$ cat config.mk
export PLATFORM = sky130hd
export DESIGN_NAME = pipe_advance_ctrl_flat
export DESIGN_NICKNAME = d
export VERILOG_FILES = /design/src/rtl/pipe_advance_ctrl_if.sv /design/src/rtl/pipe_advance_ctrl.sv /design/src/flat_wrapper.sv
export SDC_FILE = /design/constraint.sdc
export NUM_CORES = 1
export LEC_CHECK = 0
export CELL_PAD_IN_SITES_DETAIL_PLACEMENT = 1
export CELL_PAD_IN_SITES_GLOBAL_PLACEMENT = 1
export CORE_AREA = 3 3 299 301
export CTS_CLUSTER_SIZE = 28
export DETAILED_ROUTE_END_ITERATION = 10
export DIE_AREA = 0 0 302 304
export HOLD_SLACK_MARGIN = 0.08
export PLACE_DENSITY = 0.53
export SLEW_MARGIN = 30
export SYNTH_ARGS = -nofsm -noshare
export SYNTH_HDL_FRONTEND = slang
export SYNTH_SLANG_ARGS = --single-unit
export TNS_END_PERCENT = 20
$ cat constraint.sdc
create_clock -name clk -period 2.6 [get_ports clk]
set_clock_uncertainty 0.2 [all_clocks]
set_input_delay 0.52 -clock clk [delete_from_list [all_inputs] [get_ports clk]]
set_output_delay 0.52 -clock clk [all_outputs]
set_load 0.03 [all_outputs]
$ cat src/rtl/pipe_advance_ctrl_if.sv
// -----------------------------------------------------------------------------
// pipe_advance_ctrl_if
//   Bundles the stage-logic <-> pipeline-register handshake of the core.
//
//   Handshake (one rule for every stage i):
//     The stage logic offers stage_valid[i]/stage_data[i] together with
//     stage_ok[i]. The controller answers with stage_adv[i]. A transfer
//     happens at the rising edge where stage_adv[i] = 1. Until then the stage
//     keeps stage_valid[i]/stage_data[i] stable. A stage whose input is a
//     bubble must report stage_ok[i] = 1 so that bubbles never hold the pipe.
//
//   Signals
//     stage_ok     stage i has finished its current work
//     stage_valid  stage i output carries a real instruction
//     stage_data   stage i payload, slice i = [i*DATA_W +: DATA_W]
//     flush_valid  kill younger instructions this cycle
//     flush_upto   regs 0..flush_upto are invalidated (clamped to last reg)
//     reg_valid    valid bit of pipeline reg i
//     reg_data     payload of pipeline reg i
//     stage_adv    reg i loads at the next edge
//     commit_valid valid bit of the last (commit) register
//
//   Modports
//     master  stage logic side (drives stage_*/flush_*)
//     slave   pipe_advance_ctrl side (drives reg_*/stage_adv/commit_valid)
// -----------------------------------------------------------------------------
interface pipe_advance_ctrl_if #(
    parameter int NUM_STAGES = 5,
    parameter int DATA_W     = 64
);
    localparam int FU_W = (NUM_STAGES > 1) ? $clog2(NUM_STAGES) : 1;

    logic [NUM_STAGES-1:0]        stage_ok;
    logic [NUM_STAGES-1:0]        stage_valid;
    logic [NUM_STAGES*DATA_W-1:0] stage_data;
    logic                         flush_valid;
    logic [FU_W-1:0]              flush_upto;
    logic [NUM_STAGES-1:0]        reg_valid;
    logic [NUM_STAGES*DATA_W-1:0] reg_data;
    logic [NUM_STAGES-1:0]        stage_adv;
    logic                         commit_valid;

    modport master (
        output stage_ok,
        output stage_valid,
        output stage_data,
        output flush_valid,
        output flush_upto,
        input  reg_valid,
        input  reg_data,
        input  stage_adv,
        input  commit_valid
    );

    modport slave (
        input  stage_ok,
        input  stage_valid,
        input  stage_data,
        input  flush_valid,
        input  flush_upto,
        output reg_valid,
        output reg_data,
        output stage_adv,
        output commit_valid
    );
endinterface

$ cat src/rtl/pipe_advance_ctrl.sv
// -----------------------------------------------------------------------------
// pipe_advance_ctrl
//   Owns the NUM_STAGES inter-stage pipeline registers of the core
//   (IF/ID, ID/EX, EX/MEM, MEM/WB, WB/commit) and decides every cycle whether
//   each register loads, holds, or turns into a bubble. Supports per-stage
//   elastic advance (GLOBAL_STALL = 0) or lockstep advance (GLOBAL_STALL = 1),
//   a ranged flush of the youngest registers, and three perf counters.
//
//   Ports
//     clk         clock, rising edge
//     rst         asynchronous, active-low reset
//     bus         pipe_advance_ctrl_if.slave (stage handshake + register outputs)
//     cnt_cycle   cycles since reset
//     cnt_commit  retired instructions (edges with commit_valid = 1)
//     cnt_stall   edges where at least one stage_ok was 0
//
//   Parameters
//     NUM_STAGES   number of pipeline registers (last one = commit)
//     DATA_W       payload bits per register
//     GLOBAL_STALL 1: lockstep, 0: elastic
//     CNT_W        perf counter width (counters wrap)
// -----------------------------------------------------------------------------
module pipe_advance_ctrl #(
    parameter int NUM_STAGES   = 5,
    parameter int DATA_W       = 64,
    parameter int GLOBAL_STALL = 0,
    parameter int CNT_W        = 32
) (
    input  logic                 clk,
    input  logic                 rst,
    pipe_advance_ctrl_if.slave   bus,
    output logic [CNT_W-1:0]     cnt_cycle,
    output logic [CNT_W-1:0]     cnt_commit,
    output logic [CNT_W-1:0]     cnt_stall
);
    localparam int FU_W = (NUM_STAGES > 1) ? $clog2(NUM_STAGES) : 1;
    localparam logic [FU_W-1:0] LAST_IDX = FU_W'(NUM_STAGES - 1);

    // Register state
    logic [NUM_STAGES-1:0]        valid_q;
    logic [NUM_STAGES*DATA_W-1:0] data_q;

    // Per-cycle decisions
    logic [NUM_STAGES-1:0] adv;    // reg i loads at the next edge
    logic [NUM_STAGES-1:0] drain;  // reg i content is taken by the consumer above
    logic [NUM_STAGES-1:0] kill;   // reg i is invalidated by the flush
    logic                  all_ok;
    logic [FU_W-1:0]       flush_lim;

    assign all_ok = &bus.stage_ok;

    // ------------------------------------------------------------------
    // Advance / drain decision.
    // Walked from the commit register down to reg 0: a register can take
    // new data when it is empty or when the stage above consumes it this
    // cycle. The commit register is consumed every cycle, which is what
    // seeds the chain. Only reg_valid feeds this chain, never reg_data.
    // In lockstep mode every register follows the AND of all stage_ok, but
    // the drain chain is still built so that the commit register empties
    // during a stall instead of retiring the same instruction twice.
    // ------------------------------------------------------------------
    always_comb begin : adv_calc
        logic taken_above;
        adv         = '0;
        drain       = '0;
        taken_above = 1'b1;
        for (int i = NUM_STAGES - 1; i >= 0; i--) begin
            drain[i] = taken_above;
            if (GLOBAL_STALL != 0) begin
                adv[i] = all_ok;
            end else begin
                adv[i] = bus.stage_ok[i] & (~valid_q[i] | taken_above);
            end
            taken_above = adv[i];
        end
    end

    // ------------------------------------------------------------------
    // Flush range. Encodings beyond the last register mean "everything".
    // ------------------------------------------------------------------
    always_comb begin
        flush_lim = bus.flush_upto;
        if (bus.flush_upto > LAST_IDX) begin
            flush_lim = LAST_IDX;
        end
    end

    always_comb begin
        kill = '0;
        if (bus.flush_valid) begin
            for (int i = 0; i < NUM_STAGES; i++) begin
                kill[i] = (FU_W'(i) <= flush_lim);
            end
        end
    end

    // ------------------------------------------------------------------
    // Pipeline registers.
    // Priority per register: flush > load > bubble > hold. A flushed or
    // bubbled register keeps its old payload; only the valid bit drops.
    // ------------------------------------------------------------------
    always_ff @(posedge clk or negedge rst) begin
        if (!rst) begin
            valid_q <= '0;
            data_q  <= '0;
        end else begin
            for (int i = 0; i < NUM_STAGES; i++) begin
                if (kill[i]) begin
                    valid_q[i] <= 1'b0;
                end else if (adv[i]) begin
                    valid_q[i]                  <= bus.stage_valid[i];
                    data_q[i*DATA_W +: DATA_W]  <= bus.stage_data[i*DATA_W +: DATA_W];
                end else if (drain[i]) begin
                    valid_q[i] <= 1'b0;
                end
            end
        end
    end

    // ------------------------------------------------------------------
    // Perf counters, free-running and wrapping.
    // ------------------------------------------------------------------
    always_ff @(posedge clk or negedge rst) begin
        if (!rst) begin
            cnt_cycle  <= '0;
            cnt_commit <= '0;
            cnt_stall  <= '0;
        end else begin
            cnt_cycle <= cnt_cycle + CNT_W'(1);
            if (valid_q[NUM_STAGES-1]) begin
                cnt_commit <= cnt_commit + CNT_W'(1);
            end
            if (!all_ok) begin
                cnt_stall <= cnt_stall + CNT_W'(1);
            end
        end
    end

    // Outputs
    assign bus.reg_valid    = valid_q;
    assign bus.reg_data     = data_q;
    assign bus.stage_adv    = adv;
    assign bus.commit_valid = valid_q[NUM_STAGES-1];

endmodule

$ cat src/flat_wrapper.sv
// flat-port wrapper written by rule: the top's interface ports become plain ports
module pipe_advance_ctrl_flat 
#(
    parameter int NUM_STAGES   = 5,
    parameter int DATA_W       = 64,
    parameter int GLOBAL_STALL = 0,
    parameter int CNT_W        = 32
)
  (clk, rst, cnt_cycle, cnt_commit, cnt_stall, bus_stage_ok, bus_stage_valid, bus_stage_data, bus_flush_valid, bus_flush_upto, bus_reg_valid, bus_reg_data, bus_stage_adv, bus_commit_valid);
  pipe_advance_ctrl_if #(.NUM_STAGES(NUM_STAGES), .DATA_W(DATA_W)) bus_i ();
  input  logic clk;
  input  logic rst;
  output logic [CNT_W-1:0] cnt_cycle;
  output logic [CNT_W-1:0] cnt_commit;
  output logic [CNT_W-1:0] cnt_stall;
  input wire logic [$bits(bus_i.stage_ok)-1:0] bus_stage_ok;
  input wire logic [$bits(bus_i.stage_valid)-1:0] bus_stage_valid;
  input wire logic [$bits(bus_i.stage_data)-1:0] bus_stage_data;
  input wire logic [$bits(bus_i.flush_valid)-1:0] bus_flush_valid;
  input wire logic [$bits(bus_i.flush_upto)-1:0] bus_flush_upto;
  output wire logic [$bits(bus_i.reg_valid)-1:0] bus_reg_valid;
  output wire logic [$bits(bus_i.reg_data)-1:0] bus_reg_data;
  output wire logic [$bits(bus_i.stage_adv)-1:0] bus_stage_adv;
  output wire logic [$bits(bus_i.commit_valid)-1:0] bus_commit_valid;
  assign bus_i.stage_ok = bus_stage_ok;
  assign bus_i.stage_valid = bus_stage_valid;
  assign bus_i.stage_data = bus_stage_data;
  assign bus_i.flush_valid = bus_flush_valid;
  assign bus_i.flush_upto = bus_flush_upto;
  assign bus_reg_valid = bus_i.reg_valid;
  assign bus_reg_data = bus_i.reg_data;
  assign bus_stage_adv = bus_i.stage_adv;
  assign bus_commit_valid = bus_i.commit_valid;
  pipe_advance_ctrl #(.NUM_STAGES(NUM_STAGES), .DATA_W(DATA_W), .GLOBAL_STALL(GLOBAL_STALL), .CNT_W(CNT_W)) u_core (.clk(clk), .rst(rst), .bus(bus_i), .cnt_cycle(cnt_cycle), .cnt_commit(cnt_commit), .cnt_stall(cnt_stall));
endmodule
==> run_results.csv, run 1 <==
group,metric,value,unit
finish,fillers,9288,
finish,multi_input_area,5530,um^2
timing,hold_ws,0.273,ns
synthesis,synth_nets,1408,
floorplan,die_h,304,um
worst_setup_path,cpLargestDelayFamily,"compound AO/OA/AOI/OAI gates",
timing,finalHoldViolations,0,
finish,fin_area,27700,um^2
place,io_buffers,762,
worst_setup_path,crit_arrival,1.83,ns
worst_setup_path,cp-end-kind,"output port",
worst_setup_path,path_max_fanout,3,
power_and_ir_drop,power.total,21.4,mW
worst_setup_path,worstSetupStartpoint,"u_core.bus.reg_valid[3]$_DFFE_PN0P_",
worst_setup_path,startpoint_type,"flop",
worst_hold_path,min_path_cells,1,
synthesis,syn_avg_cell_area,15.2,um^2
timing,timing.final.crit_share,98.0,%
floorplan,io_pins,763,
synthesis,synth.largest_area_cell,"dfrtp_1",
grt,antenna_found_initial,7,
status,status,"finished, final reports clean",
power_and_ir_drop,powerDensity,772,nW/um^2
clock_tree,cts_htree_levels,2,
synthesis,syn_area,16300,um^2
place,gp_congestion,0.785,
clock_tree,clkTransAtPathRegs,0.06,ns
worst_setup_path,crit_type,"reg2out",
grt,grt_pass1_wl,93700,um
floorplan,core-area,86900,um^2
drt,ant_nets,0,
grt,grt_pass1_vias,13758,
finish,seqCellArea,10500,um^2
grt,track_usage,13.6,%
worst_setup_path,timing.rr.start,"u_core.bus.reg_valid[3]$_DFFE_PN0P_",
worst_hold_path,hold_path.class,"reg2reg",
timing,max_freq,393,MHz
grt,grt-ovfl-total,0,
synthesis,synth_cell_types,33,
place,place_area,26000,um^2
drt,viasPerCell,3.88,
power_and_ir_drop,p_leak,11.4,nW
timing,setup_viol,0,
worst_hold_path,worstHoldStart,"u_core.cnt_stall[31]$_DFFE_PN0N_",
finish,final_cells,3109,
place,pre_cts_ws,-0.252,ns
place,place_hpwl,51300,um
floorplan,rows,108,
drt,first_iter_violations,283,
timing,tns,0,ns
synthesis,synth-seq-cells,421,
job,maxCapViolCount,0,
drt,dr.pass1.iters,4,
synthesis,yosysWarnings,0,
drt,vias,12074,
floorplan,die_area,91800,um^2
synthesis,synthCells,1069,
worst_setup_path,crit_required,1.88,ns
clock_tree,clock_latency,0.58,ns
worst_setup_path,crit_buf_inv,1,
timing,rsz0062_at_grt,"true",
timing,timing.final.ws_setup,0.0531,ns
synthesis,synth.area.top_cells,"dfrtp_1 (65%), mux2_2 (18%), mux2_1 (4.2%)",
floorplan,die_x,302,um
synthesis,seq_area_frac_synth,64.8,%
clock_tree,cts_tree,"done",
worst_setup_path,slowest_delay,0.39,ns
worst_setup_path,slowest_stage,"dfrtp_1",
finish,area_delta_synth_final,70.4,%
drt,wl_per_cell,20.6,um
clock_tree,cts_sinks,421,
worst_setup_path,worstPathCellList,"nand2b_4 -> a21bo_4 -> a21boi_2 -> o21ai_2 -> and2_4 -> buf_6",
drt,drc,0,
power_and_ir_drop,worst_ir_drop_vdd,0.000468,V
timing,fin_crit,2.55,ns
worst_setup_path,path_depth,6,
finish,nets,2259,
grt,grt_max_degree,50,
clock_tree,cts_max_path_buffers,3,
timing,tightest_slew,0.679,ns
place,dp.cells,3018,
finish,final_core_util,31.9,%
floorplan,initial_core_util,18.7,%
worst_setup_path,rr_worst_depth,9,
finish,drive_gt1_share,22.1,%
clock_tree,tritoncts.num_buffers,51,
timing,max_slew_margin,54.3,%
drt,routed_wl,64000,um
clock_tree,cts_root_buf,"clkbuf_16",
timing,maxSlewViolCount,0,
synthesis,yosys.area.top_type_share,64.8,%
## cells in the final DEF (no fill, tap or decap), types with 2 or more instances in the layout
master / count
clkbuf_16: 53
clkbuf_8: 15
buf_4: 52
nand4_1: 28
dfrtp_1: 421
mux2_2: 262
mux2_1: 60
ha_1: 3
buf_12: 27
nor2_1: 20
xor2_1: 20
clkbuf_1: 12
and2_1: 4
inv_1: 7
and4_1: 14
and2_4: 2
clkdlybuf4s50_1: 743
nor3_1: 5
xnor2_1: 72
dlygate4sd2_1: 5
clkinv_2: 5
a21oi_1: 5
buf_6: 2
nand2_1: 45
nand3_1: 32
dlymetal6s2s_1: 7
and3_1: 11
## cell families after synthesis
family | synth area share [%]
flip-flops | 64.8
XOR/XNOR | 4.95
multiplexers | 22.3
adder cells (fa/ha/maj) | 0.231
AND/OR/NAND/NOR | 5.42
AO/OA/AOI/OAI | 0.708
buffers and inverters | 1.62
## worst reg2reg max path: stages, from the launching register on
cell and delay, ns:
dfrtp_1 0.39, nand2b_4 0.07, a21bo_4 0.24, buf_4 0.14, and2_4 0.17, buf_4 0.14
nand2_2 0.07, buf_12 0.15, buf_12 0.16, mux2_2 0.36
## what timing repair did
action,4_1_cts,5_1_grt
pin swaps,2,3
hold buffers,1,0
buffers inserted,2,2
endpoints found under the hold margin,35,0
setup endpoints to repair,7,10
resized for setup,13,11
## per-layer routing
layer  share of wire, %  GRT usage [%]  wire [um]
met2                 52           24.9      33500
met4                2.2           3.20       1390
met3                8.7           5.17       5570
met5              0.050              0         32
met1                 37           14.6      23600
## cell usage after synthesis
cell type / n
dfrtp_1: 421
o31ai_1: 1
buf_6: 6
buf_2: 25
nor4_1: 1
buf_4: 3
nor3_2: 1
nand2b_1: 2
a21oi_1: 5
and4_1: 14
inv_1: 7
nand3_1: 32
clkbuf_1: 6
nor3_1: 5
xor2_1: 20
and2_1: 6
nand4_1: 28
a21boi_0: 2
nor2_2: 1
ha_1: 3
nor2_1: 21
a2111oi_4: 1
mux2_1: 60
and3_1: 11
nand2_1: 46
o21ai_1: 1
o21a_1: 1
mux2_2: 262
a21boi_1: 1
xnor2_1: 72
nor2b_1: 1
o21ai_0: 2
a21bo_2: 1
## registers in the layout, indices dropped and copies added (netlist names)
register	count
u_core.bus.reg_valid	5
u_core.cnt_commit	32
u_core.cnt_stall	32
u_core.bus.reg_data	320
u_core.cnt_cycle	32
## final timing paths
kind / end / slack (ns)
max reg2reg: u_core.bus.reg_data[147]$_DFFE_PN0P_ / 0.41
max: bus_stage_adv[0] / 0.05
min reg2reg: u_core.cnt_stall[31]$_DFFE_PN0N_ / 0.27
min: u_core.cnt_stall[31]$_DFFE_PN0N_ / 0.27
min in group asynchronous: u_core.bus.reg_data[277]$_DFFE_PN0P_ / 0.28
max in group asynchronous: u_core.cnt_cycle[24]$_DFF_PN0_ / 1.14
## where the power goes
part / total [mW] / internal, mW / switching, mW
logic: 6.28 / 2.94 / 3.34
registers: 8.13 / 7.50 / 0.631
clock network: 6.97 / 4.21 / 2.77
total: 21.4 / 14.7 / 6.74
## cell type report
cell class                 instances  area share (%)
inverter                           7          0.0948
clock inverter                     6           0.199
antenna                            1         0.00903
sequential                       421            38.0
timing repair buffer             838            30.8
clock buffer                      80            5.69
tap                             1155            5.21
multi-input combinational        601            19.9
No activity file was read; power rests on OpenSTA's default activity.
==> run 2: changes to the inputs <==
--- a/config.mk
+++ b/config.mk
@@ -5,13 +5,14 @@
 export SDC_FILE = /design/constraint.sdc
 export NUM_CORES = 1
 export LEC_CHECK = 0
+export ABC_CLOCK_PERIOD_IN_PS = 2600
 export CELL_PAD_IN_SITES_DETAIL_PLACEMENT = 1
 export CELL_PAD_IN_SITES_GLOBAL_PLACEMENT = 1
 export CORE_AREA = 3 3 299 301
 export CTS_CLUSTER_SIZE = 28
 export DETAILED_ROUTE_END_ITERATION = 10
 export DIE_AREA = 0 0 302 304
-export HOLD_SLACK_MARGIN = 0.08
+export HOLD_SLACK_MARGIN = 0.03
 export PLACE_DENSITY = 0.53
 export SLEW_MARGIN = 30
 export SYNTH_ARGS = -nofsm -noshare
==> results of run 2 <==
No change in the layout: final DEF, timing and power equal those of run 1.
